`src/rtl/async_fifo_rd_pkg.sv`:
```
// rtl/async_fifo_rd_pkg.sv - shared state type and width helpers for the FIFO read streamer
package async_fifo_rd_pkg;

    typedef enum logic [1:0] {
        IDLE  = 2'd0,
        RUN   = 2'd1,
        DRAIN = 2'd2
    } state_t;

    function automatic int ptr_width(input int depth);
        return (depth > 1) ? $clog2(depth) : 1;
    endfunction

    function automatic int count_width(input int depth);
        return $clog2(depth + 1);
    endfunction

    function automatic int beat_width(input int burst_len);
        return (burst_len > 1) ? $clog2(burst_len) : 1;
    endfunction

endpackage

```
`src/rtl/stream_skid_buf.sv`:
```
// rtl/stream_skid_buf.sv - small circular output buffer with push/pop, head data and occupancy
module stream_skid_buf
    import async_fifo_rd_pkg::*;
#(
    parameter int WIDTH = 8,
    parameter int DEPTH = 2,
    localparam int PW   = ptr_width(DEPTH),
    localparam int CW   = count_width(DEPTH)
) (
    input  logic             clk,
    input  logic             rst_n,
    input  logic             push,
    input  logic [WIDTH-1:0] push_data,
    input  logic             pop,
    output logic [WIDTH-1:0] head_data,
    output logic [CW-1:0]    count
);

    logic [WIDTH-1:0] mem [DEPTH];
    logic [PW-1:0]    rd_ptr;
    logic [PW-1:0]    wr_ptr;

    function automatic logic [PW-1:0] bump(input logic [PW-1:0] p);
        return (p == PW'(DEPTH - 1)) ? '0 : p + 1'b1;
    endfunction

    always_ff @(posedge clk or negedge rst_n) begin
        if (!rst_n) begin
            rd_ptr <= '0;
            wr_ptr <= '0;
            count  <= '0;
        end else begin
            if (push) wr_ptr <= bump(wr_ptr);
            if (pop)  rd_ptr <= bump(rd_ptr);
            case ({push, pop})
                2'b10:   count <= count + 1'b1;
                2'b01:   count <= count - 1'b1;
                default: count <= count;
            endcase
        end
    end

    always_ff @(posedge clk) begin
        if (push) mem[wr_ptr] <= push_data;
    end

    // Storage is not reset, so an empty buffer presents zero rather than stale data.
    assign head_data = (count != '0) ? mem[rd_ptr] : '0;

endmodule

```
`src/rtl/async_fifo_rd_streamer.sv`:
```
// rtl/async_fifo_rd_streamer.sv - FIFO read-port consumer re-presenting data as a framed valid/ready stream
// Optional beat counter output rd_count_o when ASYNC_FIFO_RD_STATS_EN is defined.
module async_fifo_rd_streamer
    import async_fifo_rd_pkg::*;
#(
    parameter int WIDTH     = 8,
    parameter int BUF_DEPTH = 2,
    parameter int BURST_LEN = 16
) (
    input  logic             clk_i,
    input  logic             rst_n_i,
    input  logic             enable_i,
    output logic             rd_en_o,
    input  logic [WIDTH-1:0] rdata_i,
    input  logic             empty_i,
    input  logic             rd_error_i,
    output logic [WIDTH-1:0] m_data_o,
    output logic             m_valid_o,
    input  logic             m_ready_i,
    output logic             m_last_o,
    output logic             busy_o,
    output logic             err_o
`ifdef ASYNC_FIFO_RD_STATS_EN
    ,
    output logic [31:0]      rd_count_o
`endif
);

    localparam int CW = count_width(BUF_DEPTH);
    localparam int BW = beat_width(BURST_LEN);

    state_t         state;
    state_t         state_next;
    logic           inflight;
    logic [CW-1:0]  count;
    logic [BW-1:0]  beat;
    logic           pop;
    logic           push;
    logic [CW:0]    occ;

    assign pop  = m_valid_o & m_ready_i;
    assign push = inflight & ~rd_error_i;

    // Occupancy counts the read already in flight and credits a same-cycle pop.
    assign occ     = {1'b0, count} + {{CW{1'b0}}, inflight} - {{CW{1'b0}}, pop};
    assign rd_en_o = (state == RUN) & enable_i & ~empty_i & (occ < (CW+1)'(BUF_DEPTH));

    assign m_valid_o = (count != '0);
    assign m_last_o  = m_valid_o & (beat == BW'(BURST_LEN - 1));
    assign busy_o    = (state != IDLE);

    stream_skid_buf #(
        .WIDTH (WIDTH),
        .DEPTH (BUF_DEPTH)
    ) u_buf (
        .clk       (clk_i),
        .rst_n     (rst_n_i),
        .push      (push),
        .push_data (rdata_i),
        .pop       (pop),
        .head_data (m_data_o),
        .count     (count)
    );

    always_ff @(posedge clk_i or negedge rst_n_i) begin
        if (!rst_n_i) begin
            state    <= IDLE;
            inflight <= 1'b0;
            err_o    <= 1'b0;
            beat     <= '0;
        end else begin
            state    <= state_next;
            inflight <= rd_en_o;
            if (inflight & rd_error_i) err_o <= 1'b1;
            if (pop) beat <= (beat == BW'(BURST_LEN - 1)) ? '0 : beat + 1'b1;
        end
    end

    always_comb begin
        state_next = state;
        case (state)
            IDLE:    if (enable_i) state_next = RUN;
            RUN:     if (!enable_i) state_next = DRAIN;
            DRAIN: begin
                if (enable_i)                          state_next = RUN;
                else if ((count == '0) && !inflight)   state_next = IDLE;
            end
            default: state_next = IDLE;
        endcase
    end

`ifdef ASYNC_FIFO_RD_STATS_EN
    always_ff @(posedge clk_i or negedge rst_n_i) begin
        if (!rst_n_i)  rd_count_o <= 32'd0;
        else if (pop)  rd_count_o <= rd_count_o + 32'd1;
    end
`endif

endmodule

```
`config.mk`:
```
export PLATFORM = sky130hd
export DESIGN_NAME = async_fifo_rd_streamer
export DESIGN_NICKNAME = d
export VERILOG_FILES = /design/src/rtl/async_fifo_rd_pkg.sv /design/src/rtl/stream_skid_buf.sv /design/src/rtl/async_fifo_rd_streamer.sv
export SDC_FILE = /design/constraint.sdc
export NUM_CORES = 1
export LEC_CHECK = 0
export ABC_CLOCK_PERIOD_IN_PS = 3100
export CORE_MARGIN = 3
export CORE_UTILIZATION = 40
export DETAILED_ROUTE_END_ITERATION = 7
export PLACE_DENSITY = 0.66
export SETUP_SLACK_MARGIN = 0.02
export SYNTH_ARGS = -nofsm -noshare
export SYNTH_HDL_FRONTEND = slang
export SYNTH_SLANG_ARGS = --single-unit
export TNS_END_PERCENT = 5
```
`constraint.sdc`:
```
create_clock -name clk_i -period 3.1 [get_ports clk_i]
set_input_delay 0.31 -clock clk_i [delete_from_list [all_inputs] [get_ports clk_i]]
set_output_delay 0.31 -clock clk_i [all_outputs]
set_load 0.005 [all_outputs]
```
==> results of run 1 <==
sequential cells by signal (all words and copies together) (netlist names):
| register | flops |
|---|---|
| beat | 4 |
| err_o | 1 |
| inflight | 1 |
| state | 2 |
| u_buf.count | 2 |
| u_buf.mem | 16 |
| u_buf.rd_ptr | 1 |
| u_buf.wr_ptr | 1 |
routing by layer:
metal  wire length, um  vias up
met5                 0        -
met4                55        0
met3                88        4
met1               940      350
li1                  -      371
met2              1050       16
power groups by stage:
| stage | sequential (mW) | clock, mW | combinational [mW] |
|---|---|---|---|
| 4_1_cts | 0.551 | 0.241 | 0.372 |
| 2_1_floorplan | 0.499 | 0 | 0.259 |
| 3_5_place_dp | 0.559 | 0 | 0.370 |
| 5_1_grt | 0.568 | 0.262 | 0.412 |
| 6_report | 0.554 | 0.236 | 0.365 |
| 3_3_place_gp | 0.554 | 0 | 0.360 |
kinds of logic after synthesis:
family,Yosys count,synth area share (%)
fa+ha+maj,2,2.66
mux,9,7.46
compound gates,14,8.78
buf+inv,6,2.86
flops,28,63.7
xor+xnor,6,4.29
simple gates,25,10.2
cell usage after synthesis (all sizes together):
cell	n
edfxtp	16
nor2	13
dfrtp	12
mux2i	8
o21ai	4
xnor2	4
a21oi	3
buf	3
inv	3
a21o	2
and2	2
nand2b	2
xor2	2
a21boi	1
a221oi	1
and2b	1
fa	1
ha	1
mux2	1
nand2	1
nand3	1
nand3b	1
nor2b	1
nor3	1
nor3b	1
o211ai	1
o311ai	1
o31ai	1
or2	1
area by class of cell:
cell class / count / area (um^2) / share of cell area [%]
Sequential cell: 28 / 783 / 50.3
Multi-Input combinational cell: 56 / 412 / 26.4
Timing Repair Buffer: 26 / 260 / 16.7
Tap cell: 31 / 38.8 / 2.49
Clock inverter: 1 / 30.0 / 1.93
Clock buffer: 3 / 22.5 / 1.45
Inverter: 3 / 11.3 / 0.723
path summary, 6_finish.rpt:
path | start | end | cells after the start
max | m_ready_i | rd_en_o | 8
min | rst_n_i | inflight | 1
max reg2reg | u_buf.count[0] | inflight | 5
min reg2reg | beat[3] | beat[3] | 1
max in group asynchronous | rst_n_i | u_buf.count[0] | 1
min in group clk_i | beat[3] | beat[3] | 1
worst reg2reg max path, delay by kind of cell, from the launching register on:
| family | cells | cell delay (ns) |
|---|---|---|
| adders and majority gates | 1 | 0.51 |
| and+or+nand+nor | 3 | 0.34 |
| AOI/OAI and AO/OA | 1 | 0.29 |
| DFF | 1 | 0.52 |
==> flow_summary.yaml, run 1 <==
clocking:
  longest_clk_path_bufs: 2
  ctsRootBufferMaster: "sky130_fd_sc_hd__clkbuf_4"
  cts.reportedPaths.clkPinSlew_ns: 0.15
  cts_buffers: 3
  postCtsSetupRepairBufs: 0
  clock_latency_ns: 0.32
  htree_levels: 1
  tritoncts: "built"
  ctsResizeCount: 0
  holdBufCountCts: 0
  cts_num_sinks: 28
layout:
  drive_gt1_share_pct: 9.40
  commonest_non_fill_non_tap_cell_in_the_layout: "sky130_fd_sc_hd__clkdlybuf4s50_1"
  final_core_util_pct: 55.1
  areaGrowthSynthToFinish_pct: 27.2
  fillCellCount: 245
  final_design_area_no_fill_um2: 1560
  final_nets: 134
  layout.cells.most_common_list: "sky130_fd_sc_hd__clkdlybuf4s50_1, sky130_fd_sc_hd__edfxtp_1, sky130_fd_sc_hd__nor2_1, sky130_fd_sc_hd__dfrtp_1, sky130_fd_sc_hd__mux2i_1"
  antenna_cells_inserted: 0
  post_layout_nonfiller_instances: 148
hold_path:
  min-delay-path-class: "input pin to asynchronous set/reset pin"
setup_path:
  cpLargestDelayFamily: "buffers and inverters"
  critical_path_peak_fanout: 7
  cp_data_arrival_time_ns: 2.58
  nature_of_the_critical_path_endpoint: "output port"
  timing.reg2reg.setup_slack_ns: 1.36
  timing.critical_path.buf_inv: 2
  critPathMostFrequentCell: "sky130_fd_sc_hd__clkdlybuf4s50_1"
  critical_path_required_ns: 2.79
  cp_cell_sequence: "clkdlybuf4s50_1 -> o21ai_4 -> nor2_2 -> o21ai_1 -> fa_1 -> nand3b_1 -> nor3_1 -> clkdlybuf4s50_1"
  cp-start-kind: "input pin"
  cp_slowest_cell: "sky130_fd_sc_hd__clkdlybuf4s50_1"
  cpPeakStageDelay_ns: 0.59
  criticalPathCategory: "input pin to output port"
grt:
  grt_max_degree: 17
  met3_grt_util_pct: 2.94
  top_usage_layer: "met2"
  track_usage_pct: 13.9
  grt_util_met1_pct: 16.8
  grtUsageMet2_pct: 23.0
  number_of_global_route_vias_before_repair: 809
  overflow: 0
  grt_antenna_before_repair: 0
  grt_first_pass_wirelength_mm: 3.65
synthesis:
  syn-mean-instance-area_um2: 13.6
  syn_nets: 106
  synth.area.top_cells: "sky130_fd_sc_hd__edfxtp_1, sky130_fd_sc_hd__dfrtp_1, sky130_fd_sc_hd__mux2i_1"
  synth_largest_type_area_fraction_pct: 39.2
  synthesized_instance_count: 90
  seq_area_frac_synth_pct: 63.7
  yosysWarningCount: 0
  post_synth_design_cell_area_um2: 1220
  ys_seq_elements: 28
  yosys.area.top_type: "sky130_fd_sc_hd__edfxtp_1"
  synth_cell_types: 34
drt:
  initialDrtViolationCount: 9
  drt.antenna.violating_nets: 0
  vias: 741
  first_pass_drt_iterations: 4
  drc: 0
  drt-wirelength-per-cell_um: 14.4
  via_per_inst: 5.01
  routed_wirelength_mm: 2.13
sta:
  worst_clock_skew_ns: 0.00182
  postLayoutSetupSlackWorst_ns: 0.212
  period_share_pct: 93.1
  slew_at_the_pin_closest_to_its_max_slew_limit_ns: 0.680
  rsz0062_at_grt: "no"
  period_minus_slack_ns: 2.89
  maxSlewViolCount: 0
  finalSetupViolCount: 0
  fmaxAchievable_ghz: 0.346
  setup_total_negative_slack_ns: 0
  maxSlewHeadroom_pct: 54.5
  final_hold_viol_count: 0
  hold_ws_ns: 0.320
power_and_ir_drop:
  ir_drop_mv: 0.339
  clock_power_share_pct: 20.4
  power.switching_mw: 0.341
  power.switching_fraction_pct: 29.5
  leakage_nw: 0.601
  power_density_nw_per_um2: 742
  power_frac_comb_pct: 31.6
  post-layout-total-power_mw: 1.16
  p_int_mw: 0.815
  seq_power_share_pct: 48.0
die:
  die_height_um: 61.3
  std_cell_rows: 19
  die_width_um: 61.3
  boundaryPins: 27
  die-area_um2: 3760
  core_region_area_um2: 2830
  start_util_pct: 43.3
place:
  placement.setup.worst_slack_ns: 0.132
  io_buffer_count: 26
  numPlacedInstances: 144
  dp_hpwl_mm: 1.56
  placedInstanceArea_um2: 1500
  routabilityCongestion: 0.678
job:
  cap_viol_max_count: 0
run_status:
  result_of_the_run: "completed"
Note: power is estimated with default switching activity, not from simulation.
==> run 2, diff against run 1 <==
- CTS_CLUSTER_SIZE: default -> 8
==> results of run 2 <==
No change in the layout: final DEF, timing and power equal those of run 1.
==> run 3, diff against run 2 <==
- TNS_END_PERCENT: 5 -> default
==> results of run 3 <==
No change in the layout: final DEF, timing and power equal those of run 1.
